$ cat src/rtl/spi_flash_word_reader.sv
// rtl/spi_flash_word_reader.sv - Fetches one big-endian 32-bit word from SPI NOR flash with READ (0x03)
module spi_flash_word_reader #(
   parameter logic [7:0] CMD_READ        = 8'h03,
   parameter int         CS_SETUP_CYCLES = 2,
   parameter int         CS_HOLD_CYCLES  = 2
) (
   input  logic        clk,
   input  logic        reset_n,
   input  logic        req,
   input  logic [23:0] addr,
   output logic        busy,
   output logic        done,
   output logic [31:0] rdata,
   output logic        spi_start,
   output logic [7:0]  spi_data_in,
   input  logic        spi_done,
   input  logic [7:0]  spi_data_out,
   output logic        spi_cs_n
);

   localparam int CNT_MAX = (CS_SETUP_CYCLES > CS_HOLD_CYCLES) ? CS_SETUP_CYCLES : CS_HOLD_CYCLES;
   localparam int CNT_W   = (CNT_MAX > 1) ? $clog2(CNT_MAX) : 1;
   localparam logic [CNT_W-1:0] SETUP_LAST = CNT_W'(CS_SETUP_CYCLES - 1);
   localparam logic [CNT_W-1:0] HOLD_LAST  = CNT_W'(CS_HOLD_CYCLES - 1);

   typedef enum logic [2:0] {
      IDLE,
      CS_SETUP,
      START,
      WAIT_DONE,
      RELEASE,
      CS_HOLD,
      FINISH
   } state_t;

   state_t           state;
   logic [23:0]      addr_q;
   logic [2:0]       byte_idx;
   logic [CNT_W-1:0] cnt;

   // Byte sequence on MOSI: command, 24-bit address MSB first, then dummy bytes while data shifts in.
   function automatic logic [7:0] tx_byte(input logic [2:0] idx, input logic [23:0] a);
      case (idx)
         3'd0:    return CMD_READ;
         3'd1:    return a[23:16];
         3'd2:    return a[15:8];
         3'd3:    return a[7:0];
         default: return 8'h00;
      endcase
   endfunction

   always_ff @(posedge clk or negedge reset_n) begin
      if (!reset_n) begin
         state       <= IDLE;
         addr_q      <= '0;
         byte_idx    <= '0;
         cnt         <= '0;
         busy        <= 1'b0;
         done        <= 1'b0;
         rdata       <= '0;
         spi_start   <= 1'b0;
         spi_data_in <= '0;
         spi_cs_n    <= 1'b1;
      end else begin
         done <= 1'b0;
         case (state)
            IDLE: begin
               // The done cycle itself still counts as busy for a new request.
               if (req && !done) begin
                  addr_q   <= addr;
                  busy     <= 1'b1;
                  spi_cs_n <= 1'b0;
                  byte_idx <= '0;
                  cnt      <= '0;
                  state    <= CS_SETUP;
               end
            end
            CS_SETUP: begin
               if (cnt == SETUP_LAST) begin
                  cnt   <= '0;
                  state <= START;
               end else begin
                  cnt <= cnt + 1'b1;
               end
            end
            START: begin
               spi_data_in <= tx_byte(byte_idx, addr_q);
               spi_start   <= 1'b1;
               state       <= WAIT_DONE;
            end
            WAIT_DONE: begin
               if (spi_done) begin
                  spi_start <= 1'b0;
                  if (byte_idx[2]) begin
                     case (byte_idx[1:0])
                        2'd0:    rdata[31:24] <= spi_data_out;
                        2'd1:    rdata[23:16] <= spi_data_out;
                        2'd2:    rdata[15:8]  <= spi_data_out;
                        default: rdata[7:0]   <= spi_data_out;
                     endcase
                  end
                  state <= RELEASE;
               end
            end
            RELEASE: begin
               // Never restart the engine until it has withdrawn done for the previous byte.
               if (!spi_done) begin
                  if (byte_idx == 3'd7) begin
                     spi_cs_n <= 1'b1;
                     cnt      <= '0;
                     state    <= CS_HOLD;
                  end else begin
                     byte_idx <= byte_idx + 3'd1;
                     state    <= START;
                  end
               end
            end
            CS_HOLD: begin
               if (cnt == HOLD_LAST) begin
                  cnt   <= '0;
                  state <= FINISH;
               end else begin
                  cnt <= cnt + 1'b1;
               end
            end
            FINISH: begin
               done  <= 1'b1;
               busy  <= 1'b0;
               state <= IDLE;
            end
            default: state <= IDLE;
         endcase
      end
   end

endmodule

$ cat config.mk
export PLATFORM = sky130hd
export DESIGN_NAME = spi_flash_word_reader
export DESIGN_NICKNAME = d
export VERILOG_FILES = /design/src/rtl/spi_flash_word_reader.sv
export SDC_FILE = /design/constraint.sdc
export NUM_CORES = 1
export LEC_CHECK = 0
export BUFFER_PORTS_ARGS = -buffer_cell sky130_fd_sc_hd__buf_2
export CORE_MARGIN = 2
export CORE_UTILIZATION = 30
export DETAILED_ROUTE_END_ITERATION = 10
export GPL_ROUTABILITY_DRIVEN = 0
export GPL_TIMING_DRIVEN = 0
export HOLD_SLACK_MARGIN = 0.06
export PLACE_DENSITY = 0.62
export SLEW_MARGIN = 10
export SYNTH_ARGS = -nofsm -noshare
export SYNTH_HDL_FRONTEND = slang
export SYNTH_SLANG_ARGS = --single-unit
$ cat constraint.sdc
create_clock -name clk -period 3.2 [get_ports clk]
set_input_delay 0.32 -clock clk [delete_from_list [all_inputs] [get_ports clk]]
set_output_delay 0.32 -clock clk [all_outputs]
set_load 0.02 [all_outputs]
After elaboration in Yosys (flattened, before gate mapping)
Index checks and enable logic that the tools add are counted.
{ "totals": {"register_bits": 75, "latch_bits": 0, "mem_bits_rw": 0, "mem_bits_ro": 0, "input_bits": 36, "output_inout_bits": 44, "wordCells": 82, "memories": 0} }
{ "classes": {"add_sub_neg": 2, "multipliers": 0, "n_div": 0, "order_cmp": 0, "n_eq_ne": 19, "n_shift": 0, "mux": 25, "n_bitwise": 1, "n_reduce_logical": 22} }
{ "op_table": {"columns": ["cell", "n"], "rows": [
  ["one-hot mux 8 bit (4 select lines)", 1],
  ["AND reduction 4 bit", 7],
  ["two-way mux 3 bit", 9],
  ["one-hot mux 3 bit (6 select lines)", 1],
  ["!= test 2 bit, second input constant", 7],
  ["equality test 3 x 2 -> 1 bit, second input constant", 4],
  ["equality test 3 bit, second input constant", 4],
  ["two-way mux 1 bit", 9],
  ["equality test 3 x 1 -> 1 bit, second input constant", 2],
  ["logical NOT 3 bit", 2],
  ["one-hot mux 1 bit (2 select lines)", 3],
  ["one-hot mux 3 bit (2 select lines)", 1],
  ["AND reduction 2 bit", 3],
  ["nonzero test 2 bit", 3],
  ["AND reduction 5 bit", 1],
  ["adder 3 x 1 -> 3 bit, second input constant", 1],
  ["one-hot mux 1 bit (3 select lines)", 1],
  ["nonzero test 3 bit", 1],
  ["OR reduction 3 bit", 1],
  ["equality test 2 x 1 -> 1 bit, second input constant", 1],
  ["equality test 2 bit, second input constant", 1],
  ["logical NOT 2 bit", 1],
  ["OR reduction 2 bit", 1],
  ["adder 1 bit, second input constant", 1],
  ["other kinds (3)", 3]
]} }

Longest topological paths before layout
Gate-level depths: netlist of run 1.
{ "logic_depth": {"ltp_word": 4, "depth_mapped": 7, "depth_no_buf": 5} }

Worst setup path before layout of run 1
OpenSTA, ideal clock, no wires.
{ "synth_timing": {"path_kind": "reg-to-reg", "from": "register byte_idx[2]", "to": "register spi_data_in[2]", "setup_time_ns": 0.127, "arrival_ns": 1.689, "required_ns": 3.073, "path_slack_ns": 1.384, "stages_incl_launch_ff": 8, "n_path_buf": 2, "synth_period_minus_slack_ns": 1.816, "path_cell_list": "dfrtp_1 buf_2 inv_1 ha_1 clkbuf_1 nor4_1 or3_4 o21ai_2"} }
{ "synth_between": {"elab_chain_len": 2, "word_cells_on_any_way": 5, "cone_classes": "3 x eq/ne; 1 x mux; 1 x reduce/logical"} }
{ "synth_lines": {"columns": ["element", "line", "rtl"], "rows": [
  ["from (decl)", "38", "logic [2:0] byte_idx;"],
  ["from (signal assigned)", "113", "byte_idx <= byte_idx + 3'd1;"],
  ["equality test 3 x 2 -> 1 bit (tied with other cells)", "43", "case (idx)"],
  ["one-hot mux 8 bit (4 select lines) *", "43", null],
  ["to (signal assigned)", "87", "spi_data_in <= tx_byte(byte_idx, addr_q);"],
  ["to (decl)", "15", "output logic [7:0] spi_data_in,"]
]} }
Every way passes the cells marked *; elsewhere a longest branch is shown, timed or not.
A chain may end at the register's enable or synchronous reset.

Worst setup path in the final report of run 1
{ "layout_timing": {"from": "register byte_idx[0]", "to": "register spi_data_in[5]"} }
Same word-level chain as after synthesis.

==> key figures, run 1 <==
Clocking
  – H-tree levels: 3
  – Worst-Skew Late Latency: 0.34 ns
  – Post-CTS sizing: 0
  – Total CTS buffers: 9
  – CTS tree: built
  – Reg clk slew, reported paths: 0.09 ns
  – CTS root buffer: clkbuf_8
  – CTS Buffer Depth: 2
  – Post-CTS setup buffer count: 0
  – Clock Sinks: 75

Global route
  – Largest net degree at the start of global routing: 51
  – Total gr overflow: 0
  – First-pass GRT wire length: 10.8 mm
  – Layer with the highest usage: met2
  – Initial antenna violation count: 0
  – Vias in the first global route: 2,084
  – Met3 Resource Use GR: 0.0325
  – GRT Overall Usage: 0.123
  – Met2 GRT Util: 0.186
  – Met1 Usage GRT: 0.168

Synthesis
  – FFs w/ async S/R, synth: 1.00
  – Avg Synthesized Cell Area: 14.0 um^2
  – Count of cell types in the netlist: 38
  – Post-synth top area cell: dfrtp_1
  – Area contributors post-synth: dfrtp_1, mux2_1, ha_1
  – Seq cells post-synth: 75
  – Cell Area, Synth: 3250 um^2
  – Yosys Warn Count: 0
  – Mapped Nets: 274
  – Prevailing post-synth register cell: dfrtp_1
  – Area share of the largest cell type after synthesis: 0.570
  – Syn Inst Count: 232
  – Post-synthesis sequential area ratio: 0.578
  – Post-synth EDFFs: 0

Timing
  – Setup TNS: 0 ns
  – Hold Slack: 0.173 ns
  – Max Transition Viols Final: 0
  – Final Cycle Share: 0.666
  – Hold Vio Cnt, Final: 0
  – Unrepaired setup endpoints after global routing: false
  – Final setup vio count: 0
  – Max_slew headroom: 0.611
  – Worst slew pin tran: 0.583 ns
  – Tmin final: 2.13 ns
  – Layout Skew: 0.0130 ns
  – Max Freq: 469 MHz

Power
  – Cell area power density: 804 nW/um^2
  – Max IR drop VDD: 0.378 mV
  – P_leak: 2.03 nW

Die
  – Starting Density: 0.312
  – Row cnt: 37
  – Die X: 108 um
  – Die height: 108 um
  – Io pins: 80
  – Core ar.: 10,400 um^2
  – Die area: 11,700 um^2

Routing
  – DR vias/cell: 4.70
  – DRC: 0
  – Routed Antenna Nets: 0
  – Final WL: 6.78 mm
  – Routed via count: 2,181
  – 1st-pass router iterations: 4
  – DRT iter0 DRCs: 80
  – Routed length per instance: 14.6 um

Finish
  – Layout area overhead: 24.9%
  – Multi-input gate area: 1300 um^2
  – Antenna diodes: 0
  – Core Util, Final: 0.389
  – Share of cells above drive strength 1: 0.354
  – Layout Nets: 365
  – Register area: 1880 um^2
  – Fillers: 1,023
  – Final Cell Area: 4050 um^2

Status
  – Outcome: complete, no violations

Place
  – Post-Place Cell Area: 3840 um^2
  – IO buf count: 78
  – Post-DP HPWL: 4.88 mm

Job
  – Max Cap Viol: 0

Worst setup path
  – Worst Path Arrival: 2.40 ns
  – CP Launch Point: byte_idx[0]$_DFFE_PN0P_
  – Worst-path fanout max: 10
  – CP required: 3.47 ns
  – Kind of critical path: flip-flop to flip-flop
  – Crit path launch type: flip-flop
  – R2R Path Start: byte_idx[0]$_DFFE_PN0P_
  – Worst setup EP type: flip-flop

Min path
  – HP Class: primary input to flip-flop
  – Hold Startpoint: addr[15]
-- critical path, cell delays in order (launching register included) --
cell and delay (ns):
dfrtp_1 0.46, ha_1 0.28, ha_1 0.17, clkbuf_1 0.39, nor2b_1 0.12, or3_4 0.48, o21ai_2 0.15
-- metrics by stage --
step / total power, W / setup slack (ns) / instances
2_1_floorplan: 0.00219 / 1.38 / 232
3_3_place_gp: 0.00250 / 1.13 / 446
3_5_place_dp: 0.00253 / 1.08 / 447
4_1_cts: 0.00329 / 1.05 / 464
5_1_grt: 0.00348 / 0.896 / 464
6_report: 0.00326 / 1.07 / 464
-- synth_stat cells (2+ instances only) --
cell type and n:
mux2_1 56, nor3_1 2, nand2_1 14, o21ai_1 4, o211ai_1 3, inv_1 5, o21ai_2 6, a22o_1 4
nand3_4 4, a21oi_1 3, nor2_1 2, a222oi_1 6, clkbuf_1 3, nand2b_1 5, nor2b_1 5, o2bb2ai_1 3
nand3b_1 3, dfrtp_1 74, buf_2 6, ha_1 6
-- kinds of logic (layout without fill, tap and decap cells) --
| family | Yosys count | count (layout) | share of synthesized area |
|---|---|---|---|
| buf+inv | 15 | 111 | 0.0208 |
| fa+ha+maj | 6 | 6 | 0.0231 |
| compound gates | 35 | 35 | 0.0859 |
| simple gates | 45 | 45 | 0.0975 |
| flops | 75 | 75 | 0.578 |
| mux | 56 | 56 | 0.194 |
-- power breakdown --
part	internal, W	switching (W)	total, W
logic	0.000466	0.000598	0.00106
registers	0.00125	0.000184	0.00143
clock network	0.000374	0.000385	0.000759
-- cells in the final DEF (no fill, tap or decap), types with 2 or more instances in the layout --
| master | Yosys | layout |
|---|---|---|
| nor2_1 | 2 | 2 |
| nand3b_1 | 3 | 3 |
| a21oi_1 | 3 | 3 |
| mux2_1 | 56 | 56 |
| inv_1 | 5 | 5 |
| o2bb2ai_1 | 3 | 3 |
| o21ai_2 | 6 | 6 |
| clkinvlp_4 | 0 | 2 |
| nor3_1 | 2 | 2 |
| nor2b_1 | 5 | 5 |
| nand2_1 | 14 | 14 |
| a222oi_1 | 6 | 6 |
| clkbuf_1 | 3 | 3 |
| buf_2 | 6 | 83 |
| o211ai_1 | 3 | 3 |
| a22o_1 | 4 | 4 |
| buf_4 | 1 | 2 |
| ha_1 | 6 | 6 |
| o21ai_1 | 4 | 4 |
| inv_6 | 0 | 3 |
| dfrtp_1 | 74 | 74 |
| nand3_4 | 4 | 4 |
| clkbuf_8 | 0 | 9 |
| nand2b_1 | 5 | 5 |
-- sequential cells by signal (all words and copies together), names as in the netlist --
| name | count |
|---|---|
| done | 1 |
| cnt | 1 |
| busy | 1 |
| spi_data_in | 8 |
| byte_idx | 3 |
| spi_cs_n | 1 |
| rdata | 32 |
| addr_q | 24 |
| state | 3 |
| spi_start | 1 |
-- final timing paths --
check	slack, ns	cells after the start	to
worst max register to register	1.07	6	spi_data_in[5]$_DFFE_PN0P_
worst min register to register	0.48	2	spi_data_in[6]$_DFFE_PN0P_
min in group asynchronous	0.42	2	addr_q[10]$_DFFE_PN0P_
worst min-delay path	0.17	2	addr_q[15]$_DFFE_PN0P_
max in group asynchronous	2.21	3	rdata[23]$_DFFE_PN0P_
worst max-delay path	1.07	6	spi_data_in[5]$_DFFE_PN0P_
-- metal layers --
layer	part of all wire	wire length, um	vias to the layer above
met1	0.48	3270	1089
met2	0.46	3100	53
met5	0	0	-
met4	0.014	94	0
li1	-	-	1033
met3	0.048	323	6
-- what timing repair did --
item / 4_1_cts / 5_1_grt
hold buffers: 1 / 0
setup endpoints to repair: 0 / 0
endpoints found under the hold margin: 24 / 0
-- cell type report --
class	count	share of cell area
Sequential cell	75	0.463
Buffer	10	0.0120
Inverter	5	0.00463
Tap cell	136	0.0420
Clock buffer	9	0.0306
Multi-Input combinational cell	142	0.321
Timing Repair Buffer	80	0.106
Clock inverter	7	0.0204
Power figures use the tool's default switching activity.
==> run 2: changes to the inputs <==
- ABC_AREA: unset -> 1
- PLACE_DENSITY: 0.62 -> 0.63
- clock period: 3.2 -> 1.8 ns (I/O delays scaled with it)
==> run 2 against run 1 <==
- total power is 58% higher
- critical path depth rose by 2
- clock skew decreased by 0.0044 ns
- die area up 3.4%
- area after synthesis grew 3.5%
- sequential power increased by 61%
- combinational power is 31% higher
- maximum frequency grew 32%
==> key figures, run 2 <==
Status
  – Outcome: complete, no violations (unchanged)

Synthesis
  – Area share of the largest cell type after synthesis: 0.551 (was 0.570)
  – Syn Inst Count: 372 (was 232)
  – Mapped Nets: 414 (was 274)
  – Most numerous cell in the Yosys netlist: nand2_1 (was dfrtp_1)
  – Count of cell types in the netlist: 24 (was 38)
  – Post-synth top area cell: dfrtp_1 (unchanged)
  – Top cells by count, synth: nand2_1, dfrtp_1, inv_1 (was dfrtp_1, mux2_1, nand2_1)
  – FFs w/ async S/R, synth: 1.00 (unchanged)
  – Cell Area, Synth: 3360 um^2 (was 3250 um^2)
  – Prevailing post-synth register cell: dfrtp_1 (unchanged)
  – Post-synth EDFFs: 0 (unchanged)
  – Yosys Warn Count: 0 (unchanged)
  – Area contributors post-synth: dfrtp_1, nand2_1, inv_1 (was dfrtp_1, mux2_1, ha_1)
  – Avg Synthesized Cell Area: 9.03 um^2 (was 14.0 um^2)
  – Seq cells post-synth: 75 (unchanged)
  – Post-synthesis sequential area ratio: 0.559 (was 0.578)

Finish
  – Most common cell after layout, fill and taps aside: nand2_1 (was buf_2)
  – Antenna diodes: 0 (unchanged)
  – Max reg flops: 32 (unchanged)
  – Most frequent cells in the layout: nand2_1, buf_2, dfrtp_1, inv_1, o21ai_0 (was buf_2, dfrtp_1, mux2_1, nand2_1, clkbuf_8)
  – Final Cell Area: 4240 um^2 (was 4050 um^2)
  – Top Registers: rdata: 32 flops, addr_q: 24 flops, spi_data_in: 8 flops (unchanged)
  – Largest reg by FF count: rdata (unchanged)
  – Layout area overhead: 26.1% (was 24.9%)
  – Share of cells above drive strength 1: 0.275 (was 0.354)
  – Layout Nets: 510 (was 365)
  – Fin cells: 613 (was 464)

Timing
  – Max_slew headroom: 0.640 (was 0.611)
  – Worst slew pin tran: 0.538 ns (was 0.583 ns)
  – Final setup margin: 0.183 ns (was 1.07 ns)
  – Max Freq: 618 MHz (was 469 MHz)
  – Setup TNS: 0 ns (unchanged)
  – Unrepaired setup endpoints after global routing: false (unchanged)
  – Hold Vio Cnt, Final: 0 (unchanged)
  – Layout Skew: 0.00859 ns (was 0.0130 ns)
  – Final Cycle Share: 0.898 (was 0.666)
  – Max Transition Viols Final: 0 (unchanged)
  – Final setup vio count: 0 (unchanged)
  – Tmin final: 1.62 ns (was 2.13 ns)

Clocking
  – Post-CTS setup buffer count: 0 (unchanged)
  – Total CTS buffers: 9 (unchanged)
  – CTS tree: built (unchanged)
  – CTS Buffer Depth: 2 (unchanged)
  – H-tree levels: 3 (unchanged)
  – Reg clk slew, reported paths: 0.08 ns (was 0.09 ns)
  – CTS root buffer: clkbuf_8 (unchanged)
  – Clock Sinks: 75 (unchanged)
  – Worst-Skew Late Latency: 0.35 ns (was 0.34 ns)

Worst setup path
  – Worst Setup EP: spi_data_in[1]$_DFFE_PN0P_ (was spi_data_in[5]$_DFFE_PN0P_)
  – RR Endpoint: spi_data_in[1]$_DFFE_PN0P_ (was spi_data_in[5]$_DFFE_PN0P_)
  – CP cell instances: inv_1, ha_1, inv_1, nor2_1, nand2_1, nand4_1, nand2_1, nand2_1 (was ha_1, ha_1, clkbuf_1, nor2b_1, or3_4, o21ai_2)
  – R2R Path Start: byte_idx[1]$_DFFE_PN0P_ (was byte_idx[0]$_DFFE_PN0P_)
  – Family with the most delay on the worst path: simple AND/OR/NAND/NOR gates (unchanged)
  – CP required: 2.09 ns (was 3.47 ns)
  – Buf/Inv on CP: 2 (was 1)
  – FF-to-FF setup slack: 0.18 ns (was 1.07 ns)
  – CP Launch Point: byte_idx[1]$_DFFE_PN0P_ (was byte_idx[0]$_DFFE_PN0P_)
  – Crit path launch type: flip-flop (unchanged)
  – Worst Path Arrival: 1.91 ns (was 2.40 ns)
  – Worst-path fanout max: 8 (was 10)
  – WP depth: 8 (was 6)
  – Worst Reg2Reg Path Length in Cells: 8 (was 6)
  – Worst setup EP type: flip-flop (unchanged)
  – Kind of critical path: flip-flop to flip-flop (unchanged)
  – Cell repeated most along the worst path: nand2_1 (was ha_1)
  – Slowest cell delay on critical path: 0.42 ns (was 0.48 ns)
  – CP max stage cell: nor2_1 (was or3_4)

Power
  – Max IR drop VDD: 0.419 mV (was 0.378 mV)
  – Total Power: 0.00516 W (was 0.00326 W)
  – Cell area power density: 1220 nW/um^2 (was 804 nW/um^2)
  – P_leak: 2.33 nW (was 2.03 nW)

Routing
  – Routed Antenna Nets: 0 (unchanged)
  – 1st-pass router iterations: 7 (was 4)
  – DRC: 0 (unchanged)
  – Final WL: 7.99 mm (was 6.78 mm)
  – Routed via count: 2,696 (was 2,181)
  – Routed length per instance: 13.0 um (was 14.6 um)
  – DR vias/cell: 4.40 (was 4.70)
  – DRT iter0 DRCs: 136 (was 80)

Die
  – Io pins: 80 (unchanged)
  – Core ar.: 10,900 um^2 (was 10,400 um^2)
  – Die area: 12,100 um^2 (was 11,700 um^2)
  – Die height: 110 um (was 108 um)
  – Starting Density: 0.309 (was 0.312)
  – Row cnt: 38 (was 37)
  – Die X: 110 um (was 108 um)

Global route
  – Vias in the first global route: 2,749 (was 2,084)
  – Total gr overflow: 0 (unchanged)
  – Largest net degree at the start of global routing: 66 (was 51)
  – GRT Overall Usage: 0.146 (was 0.123)
  – Initial antenna violation count: 0 (unchanged)
  – First-pass GRT wire length: 13.4 mm (was 10.8 mm)

Job
  – Max Cap Viol: 0 (unchanged)

Place
  – IO buf count: 79 (was 78)
  – Placed Instances: 592 (was 447)
  – Post-Place Cell Area: 3960 um^2 (was 3840 um^2)
  – Post-DP HPWL: 5.94 mm (was 4.88 mm)
  – Pre-CTS WS: 0.188 ns (was 1.08 ns)

Min path
  – HP Class: primary input to flip-flop (unchanged)
## run 2: cell count changes in the layout (fill, tap and decap cells not counted), sizes merged, moves of 4 or more
cell and change:
nor2b -5, clkbuf +4, mux2 -56, nor2 +9
o21ai +49, a22o -4, nand2 +114, dlygate4sd3 +4
nand3 +16, buf +6, nand2b -5, inv +38
a222oi -6, nand4 +7
## run 2: cell families after synthesis
family	Yosys count	synth area share
flip-flops	75	0.559
adder cells (fa/ha/maj)	6	0.0223
AND/OR/NAND/NOR	169	0.229
buffers and inverters	61	0.0819
AO/OA/AOI/OAI	61	0.108
## run 2: worst min path at each step
| stage | start | to | slack, ns | depth (start not counted) |
|---|---|---|---|---|
| 6_report | addr[16] | addr_q[16]$_DFFE_PN0P_ | 0.08 | 3 |
| 5_1_grt | addr[3] | addr_q[3]$_DFFE_PN0P_ | 0.07 | 3 |
| 4_1_cts | addr[16] | addr_q[16]$_DFFE_PN0P_ | 0.06 | 3 |
| 3_5_place_dp | reset_n | addr_q[4]$_DFFE_PN0P_ | 0.04 | 1 |
| 3_3_place_gp | addr[4] | addr_q[4]$_DFFE_PN0P_ | 0.42 | 3 |
| 2_1_floorplan | reset_n | addr_q[0]$_DFFE_PN0P_ | -0.12 | 0 |
## run 2: layout make-up
| cell class | count | area, um^2 |
|---|---|---|
| inverters | 47 | 176 |
| fillers | 1111 | 6650 |
| clock inverters | 2 | 60.1 |
| plain buffers | 14 | 98.8 |
| repair buffers | 85 | 475 |
| clock buffers | 14 | 163 |
| flip-flops and latches | 75 | 1880 |
| multi-input cells | 236 | 1210 |
| well taps | 140 | 175 |
## run 2: worst register-to-register path, cell delays in order, from the launching register on
cell	delay, ns
dfrtp_1	0.41
inv_1	0.09
ha_1	0.21
inv_1	0.06
nor2_1	0.42
nand2_1	0.10
nand4_1	0.14
nand2_1	0.07
nand2_1	0.06
## run 2: metal layers
layer  global-route usage  wire length [um]  up-vias
met1                0.199              3830     1262
met5                    0                 0        -
li1                     -                 -     1366
met2                0.217              3630       57
met4               0.0588               139        0
met3               0.0397               386       11
## run 2: metrics by stage
step	utilization	hold slack, ns
final	0.389	0.0792
after global placement	0.361	0.423
after global routing	0.389	0.0705
after CTS	0.389	0.0621
after detailed placement	0.364	0.0424
after floorplan	-	-0.116
## run 2: timing repair
action / in CTS / in global routing
hold endpoints to repair: 78 / 0
hold buffers: 5 / 0
setup endpoints to repair: 0 / 8
resized for setup: 0 / 1
## run 2: power breakdown
part / switching, W / internal (W)
clock network: 0.000598 / 0.000859
logic: 0.000912 / 0.000481
registers: 0.000237 / 0.00207
total: 0.00175 / 0.00341
==> run 3: changes to the inputs <==
- CORE_ASPECT_RATIO: unset -> 1.5
==> run 3 against run 2 <==
- via count down 0.33%
- die area up 0.15%
- largest power group unchanged
- critical path depth unchanged
- flip-flop and latch count unchanged
- critical path type unchanged
- maximum frequency up 0.11%
- cell count up 0.65%
- worst setup slack better by 0.0018 ns
- sequential power about the same
==> key figures, run 3 (synthesis results as in run 2) <==
Clocking
  – Post-CTS setup buffer count: 0 (unchanged)
  – Total CTS buffers: 9 (unchanged)
  – CTS root buffer: clkbuf_16 (was clkbuf_8)
  – Reg clk slew, reported paths: 0.06 ns (was 0.08 ns)
  – Worst-Skew Late Latency: 0.33 ns (was 0.35 ns)
  – Clock Sinks: 75 (unchanged)
  – H-tree levels: 3 (unchanged)
  – CTS tree: built (unchanged)
  – CTS Buffer Depth: 2 (unchanged)

Min path
  – HP Class: primary input to flip-flop (unchanged)

Place
  – Post-DP HPWL: 6.16 mm (was 5.94 mm)
  – Post-Place Cell Area: 3960 um^2 (about the same)
  – IO buf count: 79 (unchanged)

Routing
  – DRC: 0 (unchanged)
  – Routed Antenna Nets: 0 (unchanged)
  – WL met2: 4.15 mm (was 3.63 mm)
  – WL met3: 362 um (was 386 um)
  – Wire length on met1: 3.43 mm (was 3.83 mm)
  – Final WL: 8.05 mm (was 7.99 mm)
  – DR vias/cell: 4.35 (was 4.40)
  – Routed length per instance: 13.0 um (about the same)
  – Highest Signal Layer: met4 (unchanged)
  – Routed via count: 2,687 (was 2,696)
  – DRT iter0 DRCs: 105 (was 136)
  – 1st-pass router iterations: 4 (was 7)

Timing
  – Final Cycle Share: 0.897 (was 0.898)
  – Final setup vio count: 0 (unchanged)
  – Setup TNS: 0 ns (unchanged)
  – Unrepaired setup endpoints after global routing: false (unchanged)
  – Max Transition Viols Final: 0 (unchanged)
  – Layout Skew: 0.00560 ns (was 0.00859 ns)
  – Max Freq: 619 MHz (was 618 MHz)
  – Max_slew headroom: 0.625 (was 0.640)
  – Hold Vio Cnt, Final: 0 (unchanged)
  – Tmin final: 1.62 ns (about the same)
  – Worst slew pin tran: 0.561 ns (was 0.538 ns)

Global route
  – Total gr overflow: 0 (unchanged)
  – Vias in the first global route: 2,742 (was 2,749)
  – Largest net degree at the start of global routing: 39 (was 66)
  – GRT Overall Usage: 0.143 (was 0.146)
  – First-pass GRT wire length: 13.8 mm (was 13.4 mm)
  – Initial antenna violation count: 0 (unchanged)

Worst setup path
  – Worst-path fanout max: 8 (unchanged)
  – Cell repeated most along the worst path: nand2_1 (unchanged)
  – Kind of critical path: flip-flop to flip-flop (unchanged)
  – CP cell instances: inv_1, ha_1, inv_1, nor2_1, nand2_1, nand3_1, nand2_1, nand2_1 (was inv_1, ha_1, inv_1, nor2_1, nand2_1, nand4_1, nand2_1, nand2_1)
  – Slowest cell delay on critical path: 0.44 ns (was 0.42 ns)
  – Buf/Inv on CP: 2 (unchanged)
  – Family with the most delay on the worst path: simple AND/OR/NAND/NOR gates (unchanged)
  – CP max stage cell: nor2_1 (unchanged)
  – Crit path launch type: flip-flop (unchanged)
  – Worst setup EP type: flip-flop (unchanged)
  – Worst Path Arrival: 1.89 ns (was 1.91 ns)
  – CP required: 2.07 ns (was 2.09 ns)

Finish
  – Share of cells above drive strength 1: 0.281 (was 0.275)
  – Max reg flops: 32 (unchanged)
  – Most frequent cells in the layout: nand2_1, buf_2, dfrtp_1, inv_1, o21ai_0 (unchanged)
  – Most common cell after layout, fill and taps aside: nand2_1 (unchanged)
  – Top Registers: rdata: 32 flops, addr_q: 24 flops, spi_data_in: 8 flops (unchanged)
  – Layout Nets: 506 (was 510)
  – Layout area overhead: 26.4% (was 26.1%)
  – Largest reg by FF count: rdata (unchanged)
  – Final Cell Area: 4250 um^2 (was 4240 um^2)

Die
  – Core ar.: 11,000 um^2 (was 10,900 um^2)
  – Die area: 12,100 um^2 (about the same)
  – Io pins: 80 (unchanged)
  – Starting Density: 0.306 (was 0.309)
  – Die X: 90.4 um (was 110 um)
  – Row cnt: 47 (was 38)
  – Die height: 134 um (was 110 um)

Status
  – Outcome: complete, no violations (unchanged)

Power
  – Cell area power density: 1250 nW/um^2 (was 1220 nW/um^2)
  – Psw: 0.00183 W (was 0.00175 W)
  – P_int: 0.00348 W (was 0.00341 W)
  – Sequential power share: 0.431 (was 0.447)
  – Power share of the clock group: 0.308 (was 0.283)
  – P_leak: 2.32 nW (was 2.33 nW)
  – Max IR drop VDD: 0.494 mV (was 0.419 mV)
  – Combinational share of power: 0.260 (was 0.270)
  – Sw frac: 0.345 (was 0.339)

Job
  – Max Cap Viol: 0 (unchanged)
[run 3: cell types whose count changed in the layout (fill, tap and decap cells not counted), moves of 2 or more]
cell and change:
clkbuf_8 -11, clkbuf_16 +9, dlygate4sd3_1 -4, clkinvlp_4 +3
bufinv_16 -2, clkbuf_1 -2, clkinv_2 +2
[run 3: power by group through the flow]
| stage | clock network, W | registers [W] | logic [W] |
|---|---|---|---|
| after CTS | 0.00168 | 0.00229 | 0.00140 |
| after floorplan | 0 | 0.00237 | 0.000906 |
| after global routing | 0.00175 | 0.00234 | 0.00160 |
| after detailed placement | 0 | 0.00232 | 0.00139 |
| after global placement | 0 | 0.00230 | 0.00135 |
| final | 0.00164 | 0.00229 | 0.00138 |
[run 3: repair_timing]
action                                  4_1_cts  5_1_grt
endpoints found under the setup margin        0        2
hold endpoints to repair                     36        0
hold buffers                                  1        0
gates resized for setup                       0        1
[run 3: through the flow]
step	utilization	total power (W)	worst slack, ns	instances	hold slack [ns]
CTS	0.386	0.00537	0.150	616	0.0915
global route	0.386	0.00569	0.00972	616	0.0984
floorplan	-	0.00327	0.400	372	-0.116
finish	0.386	0.00531	0.185	617	0.101
detailed placement	0.360	0.00372	0.162	599	0.185
global placement	0.358	0.00365	0.0539	598	0.431
[run 3: area by class of cell]
cell class              instances  area (um^2)
well taps                     147          184
diodes                          1         2.50
multi-input cells             236         1210
clock buffers                  10          229
repair buffers                 81          428
clock inverters                 6         41.3
inverters                      47          176
plain buffers                  14         98.8
fillers                      1161         6750
flip-flops and latches         75         1880
[run 3: worst paths after layout]
| path | from | end | slack [ns] | depth (start not counted) |
|---|---|---|---|---|
| max reg2reg | byte_idx[1]$_DFFE_PN0P_ | spi_data_in[4]$_DFFE_PN0P_ | 0.18 | 8 |
| max in group asynchronous | reset_n | byte_idx[2]$_DFFE_PN0P_ | 0.86 | 3 |
| min in group asynchronous | reset_n | addr_q[5]$_DFFE_PN0P_ | 0.36 | 2 |
| min reg2reg | spi_data_in[2]$_DFFE_PN0P_ | spi_data_in[2]$_DFFE_PN0P_ | 0.47 | 2 |
| min | addr[23] | addr_q[23]$_DFFE_PN0P_ | 0.10 | 3 |
| max | byte_idx[1]$_DFFE_PN0P_ | spi_data_in[4]$_DFFE_PN0P_ | 0.18 | 8 |
[run 3: worst min-delay path: cells and delay by family]
family                 cells  cell delay, ns
buffers and inverters      2            0.13
AO/OA/AOI/OAI              1            0.07
[run 3: per-layer routing]
layer	global-route usage	vias up
li1	-	1360
met1	0.168	1248
met2	0.252	72
met3	0.0334	7
met4	0.0564	0
met5	0	-
